`config.mk`:
```
export PLATFORM = sky130hd
export DESIGN_NAME = clock_step_ctrl_flat
export DESIGN_NICKNAME = d
export VERILOG_FILES = /design/src/rtl/clock_step_ctrl_if.sv /design/src/rtl/clock_step_ctrl.sv /design/src/flat_wrapper.sv
export SDC_FILE = /design/constraint.sdc
export NUM_CORES = 1
export LEC_CHECK = 0
export BUFFER_PORTS_ARGS = -buffer_cell sky130_fd_sc_hd__buf_2
export CAP_MARGIN = 20
export CORE_UTILIZATION = 34
export CTS_BUF_LIST = sky130_fd_sc_hd__clkbuf_8
export DETAILED_ROUTE_END_ITERATION = 16
export HOLD_SLACK_MARGIN = 0.08
export SLEW_MARGIN = 0
export SYNTH_ARGS = -nofsm -noshare
export SYNTH_HDL_FRONTEND = slang
export SYNTH_SLANG_ARGS = --single-unit
```
`constraint.sdc`:
```
create_clock -name clk -period 1.9 [get_ports clk]
set_input_delay 0.57 -clock clk [delete_from_list [all_inputs] [get_ports clk]]
set_output_delay 0.57 -clock clk [all_outputs]
set_load 0.005 [all_outputs]
```
`src/rtl/clock_step_ctrl_if.sv`:
```
// Board-side signal bundle for the CPU clock-enable controller: raw
// button/switch/halt inputs toward the controller, enable and debug outputs back.
interface clock_step_ctrl_if;
  logic        step_btn;
  logic        run;
  logic        halt;
  logic        enable;
  logic [1:0]  state;
  logic [15:0] cycle_cnt;

  modport master (
    output step_btn,
    output run,
    output halt,
    input  enable,
    input  state,
    input  cycle_cnt
  );

  modport slave (
    input  step_btn,
    input  run,
    input  halt,
    output enable,
    output state,
    output cycle_cnt
  );
endinterface

```
`src/rtl/clock_step_ctrl.sv`:
```
// CPU clock-enable generator: one enable per debounced button press, a divided
// enable stream in run mode, and a hard stop while the CPU reports halt.
module clock_step_ctrl #(
  parameter int unsigned DB_COUNT = 50000,
  parameter int unsigned RUN_DIV  = 4
) (
  input  logic              clk,
  input  logic              reset,
  clock_step_ctrl_if.slave  io
);

  typedef enum logic [1:0] {
    IDLE   = 2'b00,
    STEP   = 2'b01,
    RUN    = 2'b10,
    HALTED = 2'b11
  } state_t;

  localparam logic [15:0] DB_LAST  = 16'(DB_COUNT - 1);
  localparam logic [7:0]  DIV_LAST = 8'(RUN_DIV - 1);

  state_t      state_q;
  state_t      state_d;
  logic        step_s1;
  logic        step_s2;
  logic        run_s1;
  logic        run_s2;
  logic        db_level;
  logic [15:0] db_cnt;
  logic        step_req;
  logic [7:0]  div_q;
  logic        enable_q;
  logic        enable_d;
  logic [15:0] cnt_q;

  always_ff @(posedge clk) begin
    if (reset) begin
      step_s1 <= 1'b0;
      step_s2 <= 1'b0;
      run_s1  <= 1'b0;
      run_s2  <= 1'b0;
    end else begin
      step_s1 <= io.step_btn;
      step_s2 <= step_s1;
      run_s1  <= io.run;
      run_s2  <= run_s1;
    end
  end

  // The level only flips after DB_COUNT consecutive disagreeing cycles; a
  // rising flip is latched as a one-cycle step request seen by the FSM next.
  always_ff @(posedge clk) begin
    if (reset) begin
      db_level <= 1'b0;
      db_cnt   <= 16'd0;
      step_req <= 1'b0;
    end else begin
      step_req <= 1'b0;
      if (step_s2 != db_level) begin
        if (db_cnt == DB_LAST) begin
          db_level <= step_s2;
          db_cnt   <= 16'd0;
          step_req <= step_s2;
        end else begin
          db_cnt <= db_cnt + 16'd1;
        end
      end else begin
        db_cnt <= 16'd0;
      end
    end
  end

  always_ff @(posedge clk) begin
    if (reset) begin
      state_q  <= IDLE;
      enable_q <= 1'b0;
    end else begin
      state_q  <= state_d;
      enable_q <= enable_d;
    end
  end

  // Halt always wins, then the run switch, then a step request.
  always_comb begin
    state_d  = state_q;
    enable_d = 1'b0;
    case (state_q)
      IDLE: begin
        if (io.halt)      state_d = HALTED;
        else if (run_s2)  state_d = RUN;
        else if (step_req) state_d = STEP;
      end
      STEP: begin
        state_d = io.halt ? HALTED : IDLE;
      end
      RUN: begin
        if (io.halt)      state_d = HALTED;
        else if (!run_s2) state_d = IDLE;
      end
      HALTED: begin
        if (!io.halt && !run_s2) state_d = IDLE;
      end
    endcase
    // A run enable is only issued if the FSM stays in RUN, so it never
    // appears alongside IDLE or HALTED.
    enable_d = (state_d == STEP) ||
               ((state_q == RUN) && (state_d == RUN) && (div_q == DIV_LAST));
  end

  always_ff @(posedge clk) begin
    if (reset) begin
      div_q <= 8'd0;
    end else if (state_q != RUN) begin
      div_q <= 8'd0;
    end else if (div_q == DIV_LAST) begin
      div_q <= 8'd0;
    end else begin
      div_q <= div_q + 8'd1;
    end
  end

  always_ff @(posedge clk) begin
    if (reset) begin
      cnt_q <= 16'd0;
    end else if (enable_q) begin
      cnt_q <= cnt_q + 16'd1;
    end
  end

  assign io.enable    = enable_q;
  assign io.state     = state_q;
  assign io.cycle_cnt = cnt_q;

endmodule
```
`src/flat_wrapper.sv`:
```
// flat-port wrapper written by rule: the top's interface ports become plain ports
module clock_step_ctrl_flat 
#(
  parameter int unsigned DB_COUNT = 50000,
  parameter int unsigned RUN_DIV  = 4
)
  (clk, reset, io_step_btn, io_run, io_halt, io_enable, io_state, io_cycle_cnt);
  clock_step_ctrl_if io_i ();
  input  logic clk;
  input  logic reset;
  input wire logic [$bits(io_i.step_btn)-1:0] io_step_btn;
  input wire logic [$bits(io_i.run)-1:0] io_run;
  input wire logic [$bits(io_i.halt)-1:0] io_halt;
  output wire logic [$bits(io_i.enable)-1:0] io_enable;
  output wire logic [$bits(io_i.state)-1:0] io_state;
  output wire logic [$bits(io_i.cycle_cnt)-1:0] io_cycle_cnt;
  assign io_i.step_btn = io_step_btn;
  assign io_i.run = io_run;
  assign io_i.halt = io_halt;
  assign io_enable = io_i.enable;
  assign io_state = io_i.state;
  assign io_cycle_cnt = io_i.cycle_cnt;
  clock_step_ctrl #(.DB_COUNT(DB_COUNT), .RUN_DIV(RUN_DIV)) u_core (.clk(clk), .reset(reset), .io(io_i));
endmodule
```
# [Yosys cells after proc, flatten, opt, wreduce, memory -nomap -nowiden]
# Index checks and enable logic that the tools add are counted.
[word_totals] register_bits=49 output_inout_bits=19 elab_cells=44 in_bits=5
[op_classes] n_reduce_logical=11 bitwise_logic=2 eq_ne=9 addsub=3 n_mux=8
[op_table] cell="adder 16 x 1 -> 16 bit, second input constant" n=2
[op_table] cell="== test 16 bit, second input constant" n=1
[op_table] cell="2-to-1 mux 2 bit" n=7
[op_table] cell="OR reduction 3 bit" n=3
[op_table] cell="adder 8 x 1 -> 8 bit, second input constant" n=1
[op_table] cell="== test 8 x 2 -> 1 bit, second input constant" n=1
[op_table] cell="one-hot mux 2 bit (4 select lines)" n=1
[op_table] cell="== test 2 bit, second input constant" n=3
[op_table] cell="== test 2 x 1 -> 1 bit, second input constant" n=2
[op_table] cell="logical AND 1 bit" n=3
[op_table] cell="zero test 1 bit" n=2
[op_table] cell="zero test 2 bit" n=1
[op_table] cell="!= test 2 bit, second input constant" n=1
[op_table] cell="inverter 1 bit" n=2
[op_table] cell="AND reduction 2 bit" n=1
[op_table] cell="logical OR 1 bit" n=1
[op_table] cell="!= test 1 bit" n=1

# [Depth between registers and ports, before layout]
# Gate-level depths: netlist of the first run.
[logic_depth] ltp_word=8 ltp_mapped=6

# [Worst setup path after synthesis of the first run]
# OpenSTA, ideal clock, no wires.
[synth_path] kind="reg2reg" start="register u_core.div_q[0]" end="register u_core.div_q[2]" required_time_ps=1777 arrival_ps=1213 synth_period_minus_slack_ps=1336 path_stages_with_launch=6 n_path_buf=0 setup_time_ps=123 setup_slack_ps=564 cell_sequence="dfxtp_1 -> ha_1 -> nor4b_1 -> nand2_1 -> nand3_1 -> nor2_1"
[synth_between] elab_chain_cells=2 word_cells_on_any_way=3
[synth_lines] item="start: declaration" line="clock_step_ctrl.sv:31" text="logic [7:0] div_q;"
[synth_lines] item="start signal: assignment" line="clock_step_ctrl.sv:118" text="div_q <= div_q + 8'd1;"
[synth_lines] item="branches (longest 2 deep; another with adder 8 x 1 -> 8 bit)"
# Several ways; the timed one is not identified.
# A chain may end at the register's enable or synchronous reset.

# [Final worst setup path of the first run]
[layout_path] start="register u_core.div_q[0]" end="register u_core.div_q[7]"
# Same word-level chain as after synthesis.

==> impl_metrics.py, run 1 <==
metrics = {
    "floorplanning": {
        "start_util": 0.363,
        "rows": 27,
        "ios": 24,
        "core_um2": 5680,
        "die_y_um": 79.8,
        "fp.dieW_um": 79.8,
        "die_area_um2": 6370,
    },
    "critical_path": {
        "cp_slowest_cell": "dfxtp_1",
        "endpoint_kind": "flip-flop",
        "slowest_delay_ns": 0.39,
        "start_kind": "flip-flop",
        "crit_chain": "ha_1 -> nor4b_1 -> nand2_1 -> nand3_1 -> nor2_1",
        "arrival_ns": 1.71,
        "worstPathRequired_ns": 2.08,
        "worst-path-buf-inv": 0,
        "path_delay_family": "simple AND/OR/NAND/NOR gates",
        "worstSetupPathType": "flip-flop to flip-flop",
        "cp_max_fo": 8,
    },
    "power_and_ir_drop": {
        "pwr-share-comb": 0.018,
        "p_leak_nw": 0.873,
        "power.share.sequential": 0.566,
        "vdd_drop_max_uv": 416,
        "pwr-share-clk": 0.416,
        "p_per_area_nw_per_um2": 774,
        "internal-power_mw": 1.48,
        "switchingPower_mw": 0.365,
        "swShare": 0.198,
        "total_power_mw": 1.84,
    },
    "clock_network": {
        "insertion_delay_ns": 0.30,
        "htree_levels": 2,
        "cts_root_buf": "clkbuf_8",
        "post_cts_resized": 0,
        "cts.clk_slew.worst_paths_ns": 0.09,
        "cts_num_sinks": 49,
        "cts_tree": "done",
        "cts_buffers": 5,
        "post_cts_buffers": 0,
        "clockBufferDepth": 2,
        "holdBufCountCts": 0,
    },
    "global_route": {
        "grt_pass1_wl_um": 6330,
        "first_global_vias": 1429,
        "busiest_layer": "met2",
        "overflow": 0,
        "gr-usage-met2": 0.200,
        "grt.total_usage": 0.128,
        "grt_use_met1": 0.161,
        "grt_max_degree": 16,
        "antenna_found_initial": 0,
        "grt.met3_usage": 0.0389,
    },
    "detailed_routing": {
        "drt_iter0_markers": 39,
        "drc": 0,
        "firstDrtPassIters": 4,
        "viasPerCell": 4.98,
        "ant_nets": 0,
        "routed-via-count": 1597,
        "post_drt_wl_per_cell_um": 11.7,
        "finalWirelength_um": 3760,
    },
    "outcome": {
        "outcome": "complete, no violations",
    },
    "finish": {
        "regArea_um2": 981,
        "area_growth_pct": 15.4,
        "fin_cells": 321,
        "postLayoutCoreUtil": 0.419,
        "multi_input_area_um2": 1030,
        "drive_gt1_frac": 0.165,
        "antenna_cells": 0,
        "finish.instance_area_um2": 2380,
        "n_fill_cell": 571,
        "nets": 256,
    },
    "timing": {
        "whs_ns": 0.426,
        "setup_violations": 0,
        "finalCritPeriodShare": 0.804,
        "slew_headroom": 0.747,
        "worst_slack_ns": 0.373,
        "max_freq_ghz": 0.655,
        "period_minus_slack_ns": 1.53,
        "rsz0062_at_grt": "false",
        "slew_viol_final": 0,
        "clock_skew_ns": 0.0127,
        "setup_tns_ns": 0,
        "hold_violations": 0,
        "tightestPinTransition_ns": 0.376,
    },
    "yosys": {
        "async_reset_ff_frac": 0,
        "syn-num-nets": 228,
        "syn-cell-area_um2": 2060,
        "synth.avg_cell_area_um2": 9.36,
        "netlist_top_cells_count": "dfxtp_1, nor2_1, xnor2_1, nand3_1, xor2_1",
        "ys_top_cells_by_area": "dfxtp_1, xnor2_1, nor2_1, xor2_1, nand3_1",
        "ys_seq_elements": 49,
        "synth_seq_area_share": 0.476,
        "synthMostInstantiatedCell": "dfxtp_1",
        "synth_warnings": 0,
        "ys.flop_type": "dfxtp_1",
        "synth-edff-count": 0,
        "yosys.cell_types.count": 35,
        "yosys.area.top_type": "dfxtp_1",
        "synthCells": 220,
        "synth_top_area_frac": 0.476,
    },
    "place": {
        "place_inst": 313,
        "place_area_um2": 2260,
        "io_buffers": 23,
        "gp_congestion": 0.763,
        "post-dp-hpwl_um": 2590,
        "post-place-ws_ns": 0.358,
    },
    "worst_hold_path": {
        "holdCritPathClass": "flip-flop to flip-flop",
    },
    "run": {
        "max_cap_viol_count": 0,
    },
}
## logic make-up after synthesis
group	share of synthesized area
xor+xnor	0.136
flops	0.476
compound gates	0.0352
mux	0.00972
buf+inv	0.0219
simple gates	0.303
fa+ha+maj	0.0182
## worst paths after layout
path	cells past startpoint	from	endpoint	slack (ns)
worst max-delay path	5	u_core.div_q[0]	u_core.div_q[7]	0.37
worst min-delay path	1	u_core.run_s1	u_core.run_s2	0.43
worst max register to register	5	u_core.div_q[0]	u_core.div_q[7]	0.37
worst min register to register	1	u_core.run_s1	u_core.run_s2	0.43
## registers in the layout (all words and copies together) (netlist names)
register	flops
u_core.run_s1	1
u_core.io.cycle_cnt	16
u_core.step_s2	1
u_core.io.state	2
u_core.io.enable	1
u_core.db_level	1
u_core.db_cnt	16
u_core.step_s1	1
u_core.step_req	1
u_core.div_q	8
u_core.run_s2	1
## power groups by stage
| stage | combinational [mW] | clock [mW] | sequential [mW] |
|---|---|---|---|
| final | 0.0333 | 0.765 | 1.04 |
| after global routing | 0.0379 | 0.841 | 1.04 |
| after floorplan | 0.0221 | 0 | 1.06 |
| after CTS | 0.0341 | 0.795 | 1.04 |
| after global placement | 0.0337 | 0 | 1.07 |
| after detailed placement | 0.0340 | 0 | 1.07 |
## cell type report
| class | instances | area share |
|---|---|---|
| clock buffer | 6 | 0.0347 |
| clock inverter | 2 | 0.0158 |
| inverter | 4 | 0.00632 |
| multi-input combinational | 162 | 0.435 |
| sequential | 49 | 0.413 |
| tap | 72 | 0.0379 |
| timing repair buffer | 26 | 0.0579 |
## cells in the final DEF, fill, tap and decap left out, types with 2 or more instances in the layout
cell type,synthesis,routed
a21oi_1,5,5
and3_1,6,6
buf_2,0,23
buf_4,1,3
clkbuf_8,0,6
dfxtp_1,49,49
ha_1,3,3
inv_1,4,4
mux2i_1,2,2
nand2_1,8,8
nand2b_1,2,2
nand3_1,17,17
nand4_1,5,5
nand4_4,2,2
nor2_1,39,39
nor2b_1,4,4
nor3_1,9,9
nor4_1,7,7
nor4b_1,3,3
nor4bb_1,2,2
o21ai_0,3,3
or3_1,3,3
xnor2_1,22,22
xor2_1,10,10
## layer usage
layer / vias up / share of wire
met5: - / 0
met4: 0 / 0.017
met3: 6 / 0.033
met2: 32 / 0.45
met1: 743 / 0.50
li1: 816 / -
No activity file was read; power rests on OpenSTA's default activity.
==> run 2, diff against run 1 <==
- clock period: 1.9 -> 1.29 ns (I/O delays scaled with it)
==> run 2 against run 1 <==
  * Highest routed layer unchanged
  * Non-clock buffer count increased by 59
  * Largest cell class unchanged
  * Largest power group unchanged
  * Die area unchanged
  * The run now ends with negative setup slack left
  * Worst hold slack got worse by 0.12 ns
==> impl_metrics.py, run 2 (synthesis gave the netlist of run 1 again) <==
metrics = {
    "global_route": {
        "antenna_found_initial": 0,
        "overflow": 0,
        "first_global_vias": 1644,
        "grt_pass1_wl_um": 7490,
        "grt_max_degree": 20,
        "grt.total_usage": 0.153,
    },
    "clock_network": {
        "insertion_delay_ns": 0.31,
        "cts_num_sinks": 49,
        "cts.clk_slew.worst_paths_ns": 0.09,
        "cts_tree": "done",
        "cts_root_buf": "clkbuf_8",
        "htree_levels": 2,
        "cts_buffers": 5,
        "holdBufCountCts": 0,
        "clockBufferDepth": 2,
    },
    "power_and_ir_drop": {
        "pwr-share-clk": 0.449,
        "internal-power_mw": 2.31,
        "p_leak_nw": 1.33,
        "vdd_drop_max_uv": 502,
        "swShare": 0.198,
        "total_power_mw": 2.88,
        "pwr-share-comb": 0.022,
        "p_per_area_nw_per_um2": 883,
        "switchingPower_mw": 0.570,
        "power.share.sequential": 0.529,
    },
    "run": {
        "max_cap_viol_count": 0,
    },
    "place": {
        "place_inst": 357,
        "io_buffers": 23,
        "post-place-ws_ns": -0.132,
        "post-dp-hpwl_um": 2990,
        "gp_congestion": 0.738,
    },
    "timing": {
        "worst_slack_ns": -0.101,
        "slew_viol_final": 0,
        "setup_violations": 23,
        "hold_violations": 0,
        "finalCritPeriodShare": 1.08,
        "clock_skew_ns": 0.0125,
        "rsz0062_at_grt": "true",
        "max_freq_ghz": 0.719,
        "tightestPinTransition_ns": 0.303,
        "period_minus_slack_ns": 1.39,
        "whs_ns": 0.301,
        "slew_headroom": 0.796,
    },
    "finish": {
        "mostFrequentLayoutCells": "buf_4, nor2_1, buf_6",
        "postLayoutCoreUtil": 0.575,
        "area_growth_pct": 58.5,
        "nets": 315,
        "fin_cells": 380,
        "drive_gt1_frac": 0.484,
        "antenna_cells": 0,
        "n_fill_cell": 474,
        "layout_commonest_cell": "buf_4",
    },
    "floorplanning": {
        "die_area_um2": 6370,
        "core_um2": 5680,
        "ios": 24,
        "start_util": 0.363,
        "die_y_um": 79.8,
        "fp.dieW_um": 79.8,
        "rows": 27,
    },
    "detailed_routing": {
        "viasPerCell": 4.85,
        "routed-via-count": 1844,
        "drt_iter0_markers": 68,
        "drc": 0,
        "finalWirelength_um": 4940,
        "firstDrtPassIters": 4,
        "ant_nets": 0,
        "post_drt_wl_per_cell_um": 13.0,
    },
    "critical_path": {
        "cp_max_fo": 4,
        "worstSetupPathType": "flip-flop to flip-flop",
        "start_kind": "flip-flop",
        "endpoint_kind": "flip-flop",
        "worstPathRequired_ns": 1.49,
        "arrival_ns": 1.60,
    },
    "worst_hold_path": {
        "holdCritPathClass": "input pin to flip-flop",
    },
    "outcome": {
        "outcome": "finished, violations left",
        "violations": "negative setup slack",
    },
}
==> run 2: cell types whose count changed in the layout (fill, tap and decap cells not counted), moves of 5 or more <==
cell / before / now
buf_2: 23 / 11
dfxtp_4: 0 / 5
nor4_1: 7 / 2
nor3_1: 9 / 3
dfxtp_2: 0 / 19
buf_6: 0 / 26
buf_4: 3 / 46
dfxtp_1: 49 / 25
==> run 2: worst paths after layout <==
| check | start | end | slack (ns) | cells after the start |
|---|---|---|---|---|
| worst max register to register | u_core.db_cnt[11] | u_core.db_level | -0.10 | 5 |
| worst max-delay path | u_core.db_cnt[11] | u_core.db_level | -0.10 | 5 |
| worst min register to register | u_core.step_s1 | u_core.step_s2 | 0.45 | 1 |
| worst min-delay path | io_step_btn | u_core.step_s1 | 0.30 | 2 |
==> run 2: final cells by class <==
| cell class | instances | area (um^2) | area share |
|---|---|---|---|
| multi-input cells | 162 | 1270 | 0.389 |
| flip-flops and latches | 49 | 1020 | 0.314 |
| repair buffers | 85 | 733 | 0.225 |
| well taps | 72 | 90.1 | 0.0276 |
| clock buffers | 5 | 68.8 | 0.0211 |
| clock inverters | 3 | 65.1 | 0.0199 |
| inverters | 4 | 15.0 | 0.00460 |
==> run 2: power by group through the flow <==
stage | clock network (mW) | registers (mW) | logic (mW)
after floorplan | 0 | 1.57 | 0.0325
after global placement | 0 | 1.57 | 0.0612
after detailed placement | 0 | 1.57 | 0.0609
after CTS | 1.34 | 1.53 | 0.0619
after global routing | 1.41 | 1.53 | 0.0695
final | 1.30 | 1.52 | 0.0633
==> run 2: through the flow <==
stage / instance area [um^2] / TNS [ns]
2_1_floorplan: 2100 / -0.0726
3_3_place_gp: 2640 / -1.17
3_5_place_dp: 2640 / -1.71
4_1_cts: 2980 / -0.841
5_1_grt: 3260 / -3.54
6_report: 3260 / -1.20
==> run 2: worst max-delay path: stages (launching register included) <==
cell     delay, ns
dfxtp_1       0.34
nor4b_2       0.33
nand4_1       0.23
buf_4         0.20
mux2i_1       0.14
nor2_1        0.05
==> run 2: what timing repair did <==
action / CTS / global route
gates resized for setup: 42 / 41
pin swaps: 6 / 7
buffers inserted: 6 / 9
endpoints found under the setup margin: 42 / 51
==> run 2: per-layer routing <==
layer / wire [um] / part of all wire / vias to the layer above / GRT usage
met5: 0 / 0 / - / 0
met4: 114 / 0.023 / 0 / 0.0732
met3: 127 / 0.026 / 12 / 0.0343
met2: 2390 / 0.48 / 27 / 0.236
met1: 2310 / 0.47 / 873 / 0.200
li1: - / - / 932 / -
